`config.mk`:
```
export PLATFORM = sky130hd
export DESIGN_NAME = mux_scan_ctrl
export DESIGN_NICKNAME = d
export VERILOG_FILES = /design/src/rtl/mux_scan_ctrl_pkg.sv /design/src/rtl/mux_scan_ctrl.sv
export SDC_FILE = /design/constraint.sdc
export NUM_CORES = 1
export LEC_CHECK = 0
export CORE_ASPECT_RATIO = 0.9
export CORE_UTILIZATION = 41
export DETAILED_ROUTE_END_ITERATION = 16
export SKIP_LAST_GASP = 1
export SLEW_MARGIN = 20
export SYNTH_ARGS = -nofsm -noshare
export SYNTH_HDL_FRONTEND = slang
export SYNTH_SLANG_ARGS = --single-unit
```
`constraint.sdc`:
```
create_clock -name clk -period 1.9 [get_ports clk]
set_input_delay 0.475 -clock clk [delete_from_list [all_inputs] [get_ports clk]]
set_output_delay 0.475 -clock clk [all_outputs]
set_load 0.01 [all_outputs]
```
`src/rtl/mux_scan_ctrl_pkg.sv`:
```
// Shared definitions for the mux_41 channel scanner: channel count, select width
// and controller state encoding.
package mux_scan_ctrl_pkg;

   localparam int NCH   = 4;
   localparam int SEL_W = 2;

   typedef enum logic [1:0] {
      ST_IDLE = 2'd0,
      ST_WAIT = 2'd1,
      ST_OUT  = 2'd2
   } state_t;

endpackage

```
`src/rtl/mux_scan_ctrl.sv`:
```
// Steps mux_41 select through all channels, samples Y after a settle time on each,
// and offers the reassembled word on a valid/ready handshake.
module mux_scan_ctrl
   import mux_scan_ctrl_pkg::*;
#(
   parameter int unsigned SETTLE = 1
) (
   input  logic             clk,
   input  logic             rst_n,
   input  logic             start,
   input  logic             cont,
   input  logic             y_in,
   output logic [SEL_W-1:0] sel,
   output logic [NCH-1:0]   word,
   output logic             word_valid,
   input  logic             word_ready,
   output logic             busy
);

   localparam logic [3:0]       SETTLE_C = 4'(SETTLE);
   localparam logic [SEL_W-1:0] CH_LAST  = SEL_W'(NCH - 1);

   state_t           state_reg, state_next;
   logic [SEL_W-1:0] sel_reg;
   logic [SEL_W-1:0] ch_reg;
   logic [3:0]       cnt_reg;
   logic [NCH-2:0]   shadow_reg;
   logic [NCH-1:0]   word_reg;
   logic             sample_now;
   logic             last_sample;

   assign sample_now  = (state_reg == ST_WAIT) && (cnt_reg == SETTLE_C);
   assign last_sample = sample_now && (ch_reg == CH_LAST);

   always_ff @(posedge clk or negedge rst_n) begin
      if (!rst_n) begin
         state_reg <= ST_IDLE;
      end else begin
         state_reg <= state_next;
      end
   end

   always_comb begin
      state_next = state_reg;
      case (state_reg)
         ST_IDLE: if (start)       state_next = ST_WAIT;
         ST_WAIT: if (last_sample) state_next = ST_OUT;
         ST_OUT:  if (word_ready)  state_next = cont ? ST_WAIT : ST_IDLE;
         default:                  state_next = ST_IDLE;
      endcase
   end

   always_comb begin
      busy       = (state_reg != ST_IDLE);
      word_valid = (state_reg == ST_OUT);
   end

   // y_in comes from a same-clock combinational mux, so it is sampled raw.
   always_ff @(posedge clk or negedge rst_n) begin
      if (!rst_n) begin
         sel_reg    <= '0;
         ch_reg     <= '0;
         cnt_reg    <= '0;
         shadow_reg <= '0;
         word_reg   <= '0;
      end else begin
         case (state_reg)
            ST_IDLE: begin
               if (start) begin
                  sel_reg <= '0;
                  ch_reg  <= '0;
                  cnt_reg <= '0;
               end
            end
            ST_WAIT: begin
               if (!sample_now) begin
                  cnt_reg <= cnt_reg + 4'd1;
               end else begin
                  cnt_reg <= '0;
                  if (ch_reg != CH_LAST) begin
                     shadow_reg[ch_reg] <= y_in;
                     ch_reg             <= ch_reg + 1'b1;
                     sel_reg            <= ch_reg + 1'b1;
                  end else begin
                     word_reg <= {y_in, shadow_reg};
                  end
               end
            end
            ST_OUT: begin
               // Both the restart and the return to idle park sel on channel 0.
               if (word_ready) begin
                  sel_reg <= '0;
                  ch_reg  <= '0;
                  cnt_reg <= '0;
               end
            end
            default: ;
         endcase
      end
   end

   assign sel  = sel_reg;
   assign word = word_reg;

endmodule

```
# Yosys cells after proc, flatten, opt, wreduce, memory -nomap -nowiden
# Index checks and enable logic that the tools add are counted.
op_classes:
  eq_ne: 10
  n_addsub: 2
  magnitude_cmp: 2
  reduce_logical: 11
  mux: 17
  n_bitwise: 1
op_table:
  columns: ["cell", "n"]
  rows:
  - ["two-way mux 2 bit", 7]
  - ["two-way mux 4 bit", 3]
  - ["case mux 2 bit (3 select lines)", 2]
  - ["case mux 4 bit (3 select lines)", 1]
  - ["AND reduction 3 bit", 4]
  - ["inequality test 2 bit, second input constant", 4]
  - ["AND reduction 5 bit", 1]
  - ["adder 4 x 1 -> 4 bit, second input constant", 1]
  - ["== test 2 bit, second input constant", 2]
  - ["== test 4 x 1 -> 1 bit, second input constant", 1]
  - ["inequality test 2 x 1 -> 1 bit, second input constant", 2]
  - ["bitwise mux 3 bit", 1]
  - ["logical AND 1 bit", 3]
  - ["< comparator 2 x 3 -> 1 bit, second input constant", 1]
  - ["nonzero test 3 bit", 1]
  - ["adder 2 x 1 -> 2 bit, second input constant", 1]
  - ["demux 1 bit (select 2 bit)", 1]
  - ["== test 2 x 1 -> 1 bit, second input constant", 1]
  - ["greater-or-equal comparator 2 x 1 -> 1 bit, second input constant", 1]
  - ["zero test 2 bit", 1]
  - ["two-way mux 1 bit", 2]
  - ["nonzero test 2 bit", 1]
  - ["NOT 1 bit", 1]
totals:
  reg_bits: 15
  wordCells: 48

# Logic depth before layout (Yosys ltp)
# Gate-level depths: netlist (run 1).
logic_depth:
  word_depth: 5
  mapped_depth: 6
  depth_no_buf: 5

# Worst setup path after synthesis (run 1)
# OpenSTA, ideal clock, no wires.
synth_path:
  path_kind: "reg-to-reg"
  startpoint: "register ch_reg[0]"
  endpoint: "register shadow_reg[0]"
  setup_time_ns: 0.127
  arrival_ns: 1.487
  stages_incl_launch_ff: 5
  synth_period_minus_slack_ns: 1.615
  n_path_buf: 0
  slack_ns: 0.285
  cell_sequence: "dfrtp_1 -> ha_1 -> nor4b_4 -> nand3_1 -> mux2_1"
synth_between:
  elab_chain_cells: 5
synth_rtl:
  columns: ["element", "line", "text"]
  rows:
  - ["start, declared", "mux_scan_ctrl.sv:25", "logic [SEL_W-1:0] ch_reg;"]
  - ["start signal, assigned", "mux_scan_ctrl.sv:82", "ch_reg <= ch_reg + 1'b1;"]
  - ["< comparator 2 x 3 -> 1 bit (not written as such) / greater-or-equal comparator 2 x 1 -> 1 bit (equally long branches)", "mux_scan_ctrl.sv:81", "shadow_reg[ch_reg] <= y_in;"]
  - ["logical AND 1 bit (not written as such)", "mux_scan_ctrl.sv:81", null]
  - ["two-way mux 1 bit (not written as such)", "mux_scan_ctrl.sv:81", null]
  - ["demux 1 bit (select 2 bit)", "mux_scan_ctrl.sv:81", null]
  - ["bitwise mux 3 bit", "mux_scan_ctrl.sv:81", null]
  - ["end signal, assigned by index", "mux_scan_ctrl.sv:81", null]
  - ["end, declared", "mux_scan_ctrl.sv:27", "logic [NCH-2:0] shadow_reg;"]
# Parallel ways exist; a longest one is shown, timed or not.
# A chain may end at the register's enable or synchronous reset.

==> results of run 1 <==
## per-stage QoR
stage	std cells	hold WS, ns	TNS (ns)	setup slack (ns)	power (mW)
after global placement	102	0.4786	0	0.1852	1.308
after detailed placement	102	0.4872	0	0.1649	1.315
after floorplan	65	0.1794	0	0.2854	1.057
final	110	0.4986	0	0.1211	1.541
after CTS	109	0.5048	-0.01449	-0.01449	1.528
after global routing	110	0.5142	0	0.06849	1.642
## layout make-up
class,instances,share of cell area
well taps,24,0.02906
flip-flops and latches,15,0.3644
clock inverters,1,0.004843
multi-input cells,45,0.4019
inverters,4,0.01453
repair buffers,18,0.1634
clock buffers,3,0.02179
## routing by layer
metal	part of all wire	GRT usage	vias up
met1	0.53	0.2213	257
met5	0	0	-
met4	0.014	0.1059	0
met2	0.42	0.2472	12
met3	0.031	0.02405	4
li1	-	-	278
## synth_stat cells (2+ instances only)
master   count
a21o_1       2
a22o_1       2
dfrtp_1     15
ha_1         6
inv_1        4
mux2_1       3
mux2_4       4
nand3_1      4
nor2_1       3
nor2b_1      3
nor3_1       2
o22ai_1      3
## worst max path at each step
stage / from / end / slack, ns
global placement: state_reg[1] / word_valid / 0.19
detailed placement: ch_reg[0] / shadow_reg[1] / 0.16
CTS: state_reg[0] / word_valid / -0.01
floorplan: ch_reg[0] / shadow_reg[0] / 0.29
finish: ch_reg[0] / sel[0] / 0.12
global route: ch_reg[0] / shadow_reg[0] / 0.07
## power by group through the flow
stage               Combinational [mW]  Clock, mW  Sequential, mW
finish                           0.754      0.191           0.597
global route                     0.823      0.204           0.615
CTS                              0.737      0.196           0.596
detailed placement               0.711          0           0.603
global placement                 0.707          0           0.602
floorplan                        0.453          0           0.604
## cell usage in the layout (no fill, tap or decap), drive strengths merged, types with 2 or more instances in the layout
| cell type | count |
|---|---|
| o22ai | 3 |
| clkdlybuf4s50 | 11 |
| a21o | 2 |
| clkbuf | 3 |
| mux2 | 8 |
| buf | 5 |
| nor3 | 2 |
| nand3 | 4 |
| ha | 6 |
| and3 | 2 |
| a22o | 2 |
| dfrtp | 15 |
| inv | 4 |
| nor2 | 3 |
| nor2b | 4 |
## what timing repair did
action                     4_1_cts  5_1_grt
setup buffers                    3        1
gates resized for setup          2        2
setup endpoints to repair        2        1
## cells by family after synthesis
kind of cell	count (synthesis)	share of synthesized area
buffers and inverters	5	0.02778
muxes	8	0.1296
adders and majority gates	6	0.09259
DFF	15	0.4630
AOI/OAI and AO/OA	11	0.1080
and+or+nand+nor	20	0.1790
==> summary.txt, run 1 <==
reg-to-reg endpoint -> shadow_reg[1]
clock transition at the registers of the reported paths -> 0.10 ns
Final HPWL DP -> 1046 um
# DRC -> 0
endpoints failing setup -> 0
delay-heaviest family, CP -> buffers and inverters
Hold Buf Count CTS -> 0
area of the mapped netlist -> 810.8 um2
IO Pins -> 14
Max Slew Vio Count -> 0
Arr. time, crit path -> 1.30 ns
critical path launch point type -> register
vias in the first global route -> 538
post-synth top area share -> 0.4630
Hold Fails Final Rpt -> 0
ANT nets after route -> 0
Worst IR Drop VDD -> 0.7364 mV
dominant cell type by area after synthesis -> dfrtp_1
Net count, final -> 99
crit path max fanout -> 6
P per Cell Area -> 1491 nW/um2
Core Rows -> 14
NetSw -> 0.5537 mW
Seq/Total Area, Yosys -> 0.4630
CTS Sinks -> 15
First DRT Iteration DRCs -> 7
drt via density -> 5.009
FF+latch area -> 376.6 um2
predominant post-synthesis flop cell -> dfrtp_1
drt total wl -> 1597 um
Die Ht -> 44.19 um
FF+latch count, synth -> 15
post-layout instance area -> 1033 um2
global-route wire length before repair -> 2546 um
critical path type -> reg2out
logic gate share of total power -> 0.489
Worst path depth -> 1
CTS tree -> done
vias -> 551
CORE AREA -> 1769 um2
Yosys cell types -> 26
Tmin final -> 1.779 ns
synth warn -> 0
fmax -> 0.5621 GHz
initial antenna violation count -> 0
layout cells sized above 1 -> 0.2674
Syn-to-layout area delta -> 27.47%
multi-input logic area -> 415.4 um2
Int Pwr -> 0.9877 mW
Max Cap Violations -> 0
final core utilization -> 0.5842
syn avg cell area -> 12.47 um2
P_leak -> 0.5141 nW
H-tree depth -> 1
Root Driver -> clkbuf_4
Gate Count Post-Synth -> 65
PortBufs -> 13
Clock Latency Late Sink -> 0.29 ns
worst path cell trace -> clkdlybuf4s50_1
CP Capture Type -> output pin
fillers -> 147
clock power share -> 0.124
CP Data Required Time -> 1.42 ns
reg-to-reg setup timing slack -> 0.16 ns
Crit path buffers/inverters -> 1
Pre-Repair DR Iteration Count -> 4
RSZ-0062 raised after global routing -> no
overflow left after global routing -> 0
wire per inst -> 14.52 um
Final Wtd Congestion -> 0.7119
Die Wd -> 48.88 um
largest net degree at the start of global routing -> 16
Slowest cell on crit path -> clkdlybuf4s50_1
largest cells by area after synthesis -> dfrtp_1 46%, ha_1 9.3%, mux2_4 7.4%
total track usage -> 0.1631
worst r2r path cells -> 4
max_slew headroom -> 0.7349
Hold Crit Class -> in2async
worst-margin pin slew -> 0.3960 ns
Synth Net Count -> 77
full die area -> 2160 um2
CTS buffer count -> 3
async set-reset flop share out of synthesis -> 1.000
period utilization -> 0.9363
Clock Skew -> 0.002813 ns
CP max stage delay -> 0.57 ns
sequential power share -> 0.387
Clock Tree Buf Depth -> 2
switch share -> 0.3592
initial core utilization -> 0.4583
worst reg2reg path startpoint -> ch_reg[0]
# diodes -> 0
DP Area -> 970.9 um2
status -> complete, no violations
EDFF count, synth -> 0
No activity file was read; power rests on OpenSTA's default activity.
==> run 2: changes to the inputs <==
--- a/config.mk
+++ b/config.mk
@@ -9,7 +9,6 @@
 export CORE_UTILIZATION = 41
 export DETAILED_ROUTE_END_ITERATION = 16
 export SKIP_LAST_GASP = 1
-export SLEW_MARGIN = 20
 export SYNTH_ARGS = -nofsm -noshare
 export SYNTH_HDL_FRONTEND = slang
 export SYNTH_SLANG_ARGS = --single-unit
==> results of run 2 <==
Final layout, timing and power as in run 1 (identical DEF).
